===== src/rtl/mem_port_arbiter.sv =====
// Arbitrates the single unified memory port between instruction fetch (IF) and data access (MEM).
// Registered grant FSM with per-requester ack pulses, fetch starvation guard and sticky timeout flag.
//
// state   | meaning
// IDLE    | no access in flight; arbitrate eligible requesters
// GNT_IF  | fetch access outstanding on the memory port
// GNT_MEM | data access outstanding on the memory port
module mem_port_arbiter #(
    parameter int STARVE_LIMIT   = 4,
    parameter int TIMEOUT_CYCLES = 255
) (
    input  logic        clk,
    input  logic        rst,
    input  logic        if_req,
    input  logic [31:0] if_addr,
    output logic [31:0] if_rdata,
    output logic        if_ack,
    input  logic        mem_req,
    input  logic        mem_we,
    input  logic [31:0] mem_addr,
    input  logic [31:0] mem_wdata,
    input  logic [2:0]  mem_dmtype,
    output logic [31:0] mem_rdata,
    output logic        mem_ack,
    output logic        m_req,
    output logic        m_we,
    output logic [31:0] m_addr,
    output logic [31:0] m_wdata,
    output logic [2:0]  m_dmtype,
    input  logic        m_ready,
    input  logic [31:0] m_rdata,
    output logic        stall_if,
    output logic        stall_mem,
    output logic        err
);

    localparam int STARVE_W = $clog2(STARVE_LIMIT + 1);
    localparam int WAIT_W   = $clog2(TIMEOUT_CYCLES + 1);
    localparam logic [STARVE_W-1:0] STARVE_MAX = STARVE_W'(STARVE_LIMIT);
    localparam logic [WAIT_W-1:0]   WAIT_LAST  = WAIT_W'(TIMEOUT_CYCLES - 1);
    localparam logic [31:0]         NOP_INSN   = 32'h0000_0013;
    localparam logic [2:0]          DMTYPE_WORD = 3'b010;

    typedef enum logic [1:0] {
        IDLE,
        GNT_IF,
        GNT_MEM
    } state_t;

    state_t              state_q, state_d;
    logic                m_req_q, m_req_d;
    logic                m_we_q, m_we_d;
    logic [31:0]         m_addr_q, m_addr_d;
    logic [31:0]         m_wdata_q, m_wdata_d;
    logic [2:0]          m_dmtype_q, m_dmtype_d;
    logic                if_ack_q, if_ack_d;
    logic                mem_ack_q, mem_ack_d;
    logic [31:0]         if_rdata_q, if_rdata_d;
    logic [31:0]         mem_rdata_q, mem_rdata_d;
    logic                err_q, err_d;
    logic [STARVE_W-1:0] starve_q, starve_d;
    logic [WAIT_W-1:0]   wait_q, wait_d;

    logic if_elig;
    logic mem_elig;
    logic starved;

    // A request still held high during its own ack cycle must not be re-granted.
    assign if_elig  = if_req & ~if_ack_q;
    assign mem_elig = mem_req & ~mem_ack_q;
    assign starved  = (starve_q == STARVE_MAX);

    always_ff @(posedge clk or negedge rst) begin
        if (!rst) begin
            state_q     <= IDLE;
            m_req_q     <= 1'b0;
            m_we_q      <= 1'b0;
            m_addr_q    <= '0;
            m_wdata_q   <= '0;
            m_dmtype_q  <= '0;
            if_ack_q    <= 1'b0;
            mem_ack_q   <= 1'b0;
            if_rdata_q  <= '0;
            mem_rdata_q <= '0;
            err_q       <= 1'b0;
            starve_q    <= '0;
            wait_q      <= '0;
        end else begin
            state_q     <= state_d;
            m_req_q     <= m_req_d;
            m_we_q      <= m_we_d;
            m_addr_q    <= m_addr_d;
            m_wdata_q   <= m_wdata_d;
            m_dmtype_q  <= m_dmtype_d;
            if_ack_q    <= if_ack_d;
            mem_ack_q   <= mem_ack_d;
            if_rdata_q  <= if_rdata_d;
            mem_rdata_q <= mem_rdata_d;
            err_q       <= err_d;
            starve_q    <= starve_d;
            wait_q      <= wait_d;
        end
    end

    always_comb begin
        state_d     = state_q;
        m_req_d     = m_req_q;
        m_we_d      = m_we_q;
        m_addr_d    = m_addr_q;
        m_wdata_d   = m_wdata_q;
        m_dmtype_d  = m_dmtype_q;
        if_ack_d    = 1'b0;
        mem_ack_d   = 1'b0;
        if_rdata_d  = if_rdata_q;
        mem_rdata_d = mem_rdata_q;
        err_d       = err_q;
        starve_d    = starve_q;
        wait_d      = wait_q;

        case (state_q)
            IDLE: begin
                if (mem_elig && (!if_elig || !starved)) begin
                    state_d    = GNT_MEM;
                    m_req_d    = 1'b1;
                    m_we_d     = mem_we;
                    m_addr_d   = mem_addr;
                    m_wdata_d  = mem_wdata;
                    m_dmtype_d = mem_dmtype;
                    wait_d     = '0;
                    if (if_elig && !starved) begin
                        starve_d = starve_q + STARVE_W'(1);
                    end
                end else if (if_elig) begin
                    state_d    = GNT_IF;
                    m_req_d    = 1'b1;
                    m_we_d     = 1'b0;
                    m_addr_d   = if_addr;
                    m_wdata_d  = '0;
                    m_dmtype_d = DMTYPE_WORD;
                    wait_d     = '0;
                    starve_d   = '0;
                end
            end
            GNT_IF, GNT_MEM: begin
                if (m_ready) begin
                    state_d = IDLE;
                    m_req_d = 1'b0;
                    if (state_q == GNT_IF) begin
                        if_ack_d   = 1'b1;
                        if_rdata_d = m_rdata;
                    end else begin
                        mem_ack_d = 1'b1;
                        if (!m_we_q) begin
                            mem_rdata_d = m_rdata;
                        end
                    end
                end else if (wait_q == WAIT_LAST) begin
                    // Abort: hand the pipeline a harmless result so it can make progress.
                    state_d = IDLE;
                    m_req_d = 1'b0;
                    err_d   = 1'b1;
                    if (state_q == GNT_IF) begin
                        if_ack_d   = 1'b1;
                        if_rdata_d = NOP_INSN;
                    end else begin
                        mem_ack_d   = 1'b1;
                        mem_rdata_d = '0;
                    end
                end else begin
                    wait_d = wait_q + WAIT_W'(1);
                end
            end
            default: begin
                state_d = IDLE;
                m_req_d = 1'b0;
            end
        endcase
    end

    assign m_req     = m_req_q;
    assign m_we      = m_we_q;
    assign m_addr    = m_addr_q;
    assign m_wdata   = m_wdata_q;
    assign m_dmtype  = m_dmtype_q;
    assign if_ack    = if_ack_q;
    assign mem_ack   = mem_ack_q;
    assign if_rdata  = if_rdata_q;
    assign mem_rdata = mem_rdata_q;
    assign err       = err_q;
    assign stall_if  = if_req & ~if_ack_q;
    assign stall_mem = mem_req & ~mem_ack_q;

endmodule

===== config.mk =====
export PLATFORM = sky130hd
export DESIGN_NAME = mem_port_arbiter
export DESIGN_NICKNAME = d
export VERILOG_FILES = /design/src/rtl/mem_port_arbiter.sv
export SDC_FILE = /design/constraint.sdc
export NUM_CORES = 1
export LEC_CHECK = 0
export CORE_MARGIN = 2
export CORE_UTILIZATION = 39
export CTS_CLUSTER_DIAMETER = 150
export DETAILED_ROUTE_END_ITERATION = 7
export PLACE_DENSITY = 0.81
export SYNTH_ARGS = -nofsm -noshare
export SYNTH_HDL_FRONTEND = slang
export SYNTH_SLANG_ARGS = --single-unit

===== constraint.sdc =====
create_clock -name clk -period 1.6 [get_ports clk]
set_input_delay 0.4 -clock clk [delete_from_list [all_inputs] [get_ports clk]]
set_output_delay 0.4 -clock clk [all_outputs]
set_load 0.05 [all_outputs]

Yosys cells after proc, flatten, opt, wreduce, memory -nomap -nowiden --
Cells that the tools add are included.
Word-level totals: input bits 137, output and inout bits 138, register bits 149
Cells by class: eq/ne operators 10, reduce and logical (&&, ||, !) cells 17, add/subtract/negate cells 2, muxes and demuxes 43, bitwise gates (word level) 6
Operators with widths (count):
- $mux 32 | 13
- $mux 8 | 4
- $pmux 8 s2 | 1
- $mux 3 | 5
- $mux 1 | 14
- $reduce_and 3->1 | 3
- $add 8x1->8 const B | 1
- $eq 8x8->1 const B | 1
- $mux 2 | 4
- $reduce_and 4->1 | 2
- $ne 2x2->1 const B | 3
- $ne 3x3->1 const B | 2
- $reduce_bool 2->1 | 3
- $not 1->1 | 4
- $pmux 2 s2 | 1
- $reduce_and 2->1 | 2
- $add 3x1->3 const B | 1
- $eq 3x3->1 const B | 1
- $and 1x1->1 | 2
- $eq 2x1->1 const B | 1
- $eq 2x2->1 const B | 1
- $logic_and 1x1->1 | 2
- $logic_not 1->1 | 2
- $logic_not 2->1 | 1
- 4 further kinds | 4

Depth between registers and ports, before layout --
depth after elaboration 7, depth in mapped cells 8, depth with buffers taken out 6

Least setup slack after synthesis --
No wires, ideal clock.
path type register -> register, from reg if_ack_q (netlist: if_ack), to reg m_addr_q[23] (netlist: m_addr[23]), data required time 1523 ps, cell stages (with the launch flop) 8, arrival 1925 ps, library setup time 77 ps, slack -402 ps, path buffers 2, clock period less this slack 2002 ps, cell sequence dfrtp_1 nand2b_4 inv_1 o21ai_2 buf_2 buf_4 nand2_1 o21ai_1
On the way: cells in the longest elaborated chain, start to end 7, elaborated cells on any way between the ends 8
Ends and longest elaborated chain:
- start, declared | line 56 | logic if_ack_q, if_ack_d;
- start signal, assigned | line 95 | if_ack_q <= if_ack_d;
- $not 1->1 *
- $and 1x1->1 *
- net stall_if | line 32 | output logic stall_if,
- $logic_not 1->1 | line 122 | if (mem_elig && (!if_elig || !starved)) begin
- $logic_or 1x1->1 | line 122
- $logic_and 1x1->1 | line 122
- $reduce_bool 2->1 (no source line)
- $reduce_and 2->1 (no source line)
- end signal, assigned | line 92 | m_addr_q <= m_addr_d;
- end, declared | line 53 | logic [31:0] m_addr_q, m_addr_d;
The timed path passes the listed nets; every way through them passes the cells marked *. A chain may end at the register's enable or synchronous reset.

Worst setup path in the final report --
from in mem_req, to reg m_wdata_q[13] (netlist: m_wdata[13])
On the way: cells in the longest elaborated chain, start to end 4, elaborated cells on any way between the ends 5
Ends and longest elaborated chain:
- start, declared | line 18 | input logic mem_req,
- $and 1x1->1 * | line 70 | assign mem_elig = mem_req & ~mem_ack_q;
- $logic_and 1x1->1 * | line 122
- $reduce_bool 2->1 (no source line)
- $reduce_and 2->1 (no source line)
- end signal, assigned | line 93 | m_wdata_q <= m_wdata_d;
- end, declared | line 54 | logic [31:0] m_wdata_q, m_wdata_d;
Every way passes the cells marked *; elsewhere a longest branch is shown, timed or not.

==> results <==
- Of all cell types, the one taking the most synthesized area is sky130_fd_sc_hd__dfrtp_1.
- The die is about 130 um tall.
- The number of global-route vias before repair was between 6,000 and 7,000.
- The number of hold-slack violations in the final timing report is 0.
- Counting along the longest clock path gives a buffer depth of 2.
- The post-synthesis share of cell area spent on xor and xnor gates is 0%.
- In this run the biggest area consumer among cell types represents a little under three fifths of the synthesized area.
- After detailed routing, the number of remaining DRC violations is 0.
- Relative to the synthesized area, the layout overhead comes to 90.7%.
- The core region is 0.0166 mm2.
- The initial standard-cell utilization of the core is about 40%.
- The fraction of synthesis flops using an asynchronous set or reset pin is 100%.
- The cell count after synthesis is approximately 570.
- STA puts the critical path data required time at about 2000 ps.
- The H-tree depth reported by CTS is 4.
- The congestion estimate from routability-driven global placement came to between 0.7 and 0.8.
- The start-to-end type of the worst setup path is in2reg.
- Buffers placed on the I/O ports in this run total about 270.
- For this design the top-level I/O count stands at 275.
- The root buffer selected by CTS is sky130_fd_sc_hd__clkbuf_16.
- Timing would allow up to approximately 560 MHz.
- The final antenna diode count is 0.
- By area, the combinational part of the netlist is dominated by compound AO/OA/AOI/OAI gates.
- For this design the ratio of total power to cell area is approximately 2600 mW/mm2.
- After synthesis, flip-flops and latches occupy 55.9% of the total area.
- In the final layout, the share of cells above drive strength 1 is ~36%.
- The endpoint kind of the worst setup timing path is a register.
- Detailed placement finished with a half-perimeter wire length of 16,400 um.
- The number of nets handed over by synthesis was just over 700.
- Dividing the detail-routed via count by the number of cells gives between 5 and 6.
- For this block, the routed nets add up to roughly 25,000 um of wire.
- The total of fill cells in the finished design is 993.
- In the layout the commonest cells are sky130_fd_sc_hd__buf_12 (156), sky130_fd_sc_hd__dfrtp_1 (147), sky130_fd_sc_hd__clkdlybuf4s50_1 (134).
- The share of synthesized cell area in and, or, nand and nor gates is 8.01%.
- The compound-gate portion of the synthesized area is around 23%.
- The flip-flop and latch count after synthesis is approximately 150.
- The total global routing track utilization is between 20% and 30%.
- The initial detailed-routing violation count is around 350.
- The flow ran to the end, but the final reports show violations.
- The TritonCTS clock tree is yes.
- The post-CTS clock slew at the launch and capture registers of the worst setup and hold paths is 70 ps.
- Ranked by total cell area, the synthesized netlist is headed by sky130_fd_sc_hd__dfrtp_1 (56%), sky130_fd_sc_hd__a22o_1 (13%), sky130_fd_sc_hd__mux2i_1 (4.8%), sky130_fd_sc_hd__o21ai_2 (4.1%), sky130_fd_sc_hd__nand4_1 (2.8%).
- The post-layout net count is between 1,000 and 1,500.
- For the final database, setup skew stands at approximately 11 ps.
- The insertion delay to the later sink of the worst-skew pair is ~430 ps.
- The analysis attributes to cell leakage a power of ~5.7 nW.
- The critical-path maximum fanout is 9.
- Setup repair after global routing could not meet its margin everywhere.
- After synthesis the cells add up to 0.00667 mm2.
- The routed layout has between 6,000 and 7,000 vias.
- After floorplanning, the core was divided into 47 placement rows.
- The final reports fail on setup timing.
- The number of clock buffers added by TritonCTS is 17.
- The setup-violating endpoint count in the final report is approximately 140.
- The mux contribution to synthesized area is a little under 5%.
- The first-pass GRT wire length is 37,100 um.
- The transition at the pin with the smallest max-transition slack is about 340 ps.
- The accumulated negative setup slack is -12,830 ps.
- Counting flops with a built-in enable in the synthesized netlist gives 0.
- Dividing the final minimum period by the clock period gives 111%.
- The count of yosys warnings during synthesis is 0.
- The overflow left after global routing is 0.
- The number of antenna violations at the first check in global routing is 0.
- Prior to clock tree synthesis, the placed netlist has a worst setup slack of -447 ps.
- The design draws roughly 0.033 W.
- Clock tree synthesis found a total of about 150 sinks.
- The worst vdd rail ir drop is 1.61 mV.
- The largest net degree at the start of global routing is 74.
- The path class of the tightest hold or removal check is in2async.
- The number of nets still failing antenna checks after routing is 0.
- The per-cell routed wire length is about 22 um.
- The full die area is approximately 0.018 mm2.
- The leading cell type in the layout, fill and taps excluded is sky130_fd_sc_hd__buf_12.
- The final-report max-slew violation count is 0.
- The worst max-slew margin expressed relative to the limit is slightly below 80%.
- Setup slack on the critical path of the routed design comes to -175 ps.
- The distinct cell type count of the synthesized netlist is 39.
- The first-pass detailed-route iteration total is 5.
- STA classifies the critical path startpoint as an input pin.
- Of the total synthesized cell area, the portion taken by full adders, half adders and majority gates is 1.13%.
- The mean cell area of the mapped netlist is 11.7 um2.
- The most frequently used flop master after synthesis is sky130_fd_sc_hd__dfrtp_1.
- The die outline width is about 130 um.
- The number of max-capacitance violations reported is 0.
- Data on the critical path arrives at its endpoint at ~2100 ps.
- The smallest clock period supported by the final layout is computed as between 1500 and 2000 ps.
==> cells by family after synthesis <==
group | Yosys count
DFF | 149
muxes | 32
buffers and inverters | 91
and+or+nand+nor | 98
adders and majority gates | 6
AOI/OAI and AO/OA | 195
==> synth_stat cells (3+ instances only) <==
| cell | count |
|---|---|
| sky130_fd_sc_hd__and3_1 | 4 |
| sky130_fd_sc_hd__inv_1 | 40 |
| sky130_fd_sc_hd__a21oi_1 | 3 |
| sky130_fd_sc_hd__buf_6 | 13 |
| sky130_fd_sc_hd__nand3_1 | 3 |
| sky130_fd_sc_hd__a22o_1 | 100 |
| sky130_fd_sc_hd__clkbuf_1 | 26 |
| sky130_fd_sc_hd__a31oi_1 | 13 |
| sky130_fd_sc_hd__buf_4 | 4 |
| sky130_fd_sc_hd__o21ai_2 | 31 |
| sky130_fd_sc_hd__buf_2 | 6 |
| sky130_fd_sc_hd__o21ai_1 | 15 |
| sky130_fd_sc_hd__mux2i_1 | 32 |
| sky130_fd_sc_hd__o21ai_0 | 20 |
| sky130_fd_sc_hd__nand4_1 | 30 |
| sky130_fd_sc_hd__dfrtp_1 | 149 |
| sky130_fd_sc_hd__ha_1 | 6 |
| sky130_fd_sc_hd__nand2_1 | 38 |
| sky130_fd_sc_hd__nand2b_1 | 8 |
| sky130_fd_sc_hd__nor2_1 | 5 |
==> flip-flops by register name (all words and copies together), names as in the netlist <==
name,flops
err,1
if_ack,1
if_rdata,32
m_addr,32
m_dmtype,3
m_req,1
m_wdata,32
m_we,1
mem_ack,1
mem_rdata,32
starve_q,3
state_q,2
wait_q,8
==> where the power goes <==
part	total, W	internal (W)	switching [W]	leakage (nW)
Clock	0.00380	0.00206	0.00174	0.266
Combinational	0.0221	0.0109	0.0112	3.63
Sequential	0.00755	0.00551	0.00204	1.84
Total	0.0334	0.0184	0.0150	5.73
==> repair_timing <==
| item | in CTS | in global routing |
|---|---|---|
| resized for setup | 31 | 55 |
| pin swaps | 9 | 35 |
| cloned | 5 | 10 |
| setup buffers | 21 | 10 |
| hold endpoints to repair | 23 | 0 |
| hold buffers | 1 | 0 |
| setup endpoints to repair | 83 | 148 |
==> worst max-delay path: stages <==
cell,delay (ps)
sky130_fd_sc_hd__clkdlybuf4s50_1,500
sky130_fd_sc_hd__nand2b_4,90
sky130_fd_sc_hd__inv_8,60
sky130_fd_sc_hd__buf_6,110
sky130_fd_sc_hd__o21ai_4,60
sky130_fd_sc_hd__buf_12,140
sky130_fd_sc_hd__buf_8,120
sky130_fd_sc_hd__nor2_4,270
sky130_fd_sc_hd__buf_12,180
sky130_fd_sc_hd__a22o_1,180
==> path summary, 6_finish.rpt <==
check	start	end	slack, ps	cells after the start
max in group asynchronous	rst	mem_ack$_DFF_PN0_	610	3
min in group clk	m_ready	wait_q[7]$_DFFE_PN0P_	420	3
hold / removal	rst	if_rdata[16]$_DFFE_PN0P_	410	2
setup / recovery	mem_req	m_wdata[13]$_DFFE_PN0P_	-170	10
hold reg to reg	starve_q[1]$_DFFE_PN0P_	starve_q[1]$_DFFE_PN0P_	530	2
setup reg to reg	mem_ack$_DFF_PN0_	m_wdata[13]$_DFFE_PN0P_	-160	9
==> per-layer routing <==
metal / track usage (%) / up-vias / part of all wire [%] / wire (um)
met5: 0 / - / 0 / 0
met4: 9.65 / 0 / 3.4 / 867
met3: 9.91 / 64 / 9.2 / 2340
met2: 44.6 / 309 / 51 / 13000
met1: 31.0 / 3107 / 36 / 9170
li1: - / 2775 / - / -
==> through the flow <==
| stage | hold WS, ps | cell area (um2) | util [%] | std cells |
|---|---|---|---|---|
| finish | 409 | 12700 | 76.4 | 1137 |
| global route | 426 | 12700 | 76.4 | 1137 |
| CTS | 408 | 12300 | 73.8 | 1121 |
| detailed placement | 298 | 11300 | 68.2 | 1063 |
| global placement | 296 | 11300 | 68.2 | 1063 |
| floorplan | 104 | 6770 | - | 571 |
==> layout make-up <==
type	instances	area, um2	area share (%)
Multi-Input combinational cell	332	2700	21.2
Clock inverter	14	118	0.925
Timing Repair Buffer	362	5280	41.5
Clock buffer	18	439	3.45
Inverter	42	171	1.35
Sequential cell	149	3730	29.4
Tap cell	220	275	2.17
Note: power is estimated with default switching activity, not from simulation.
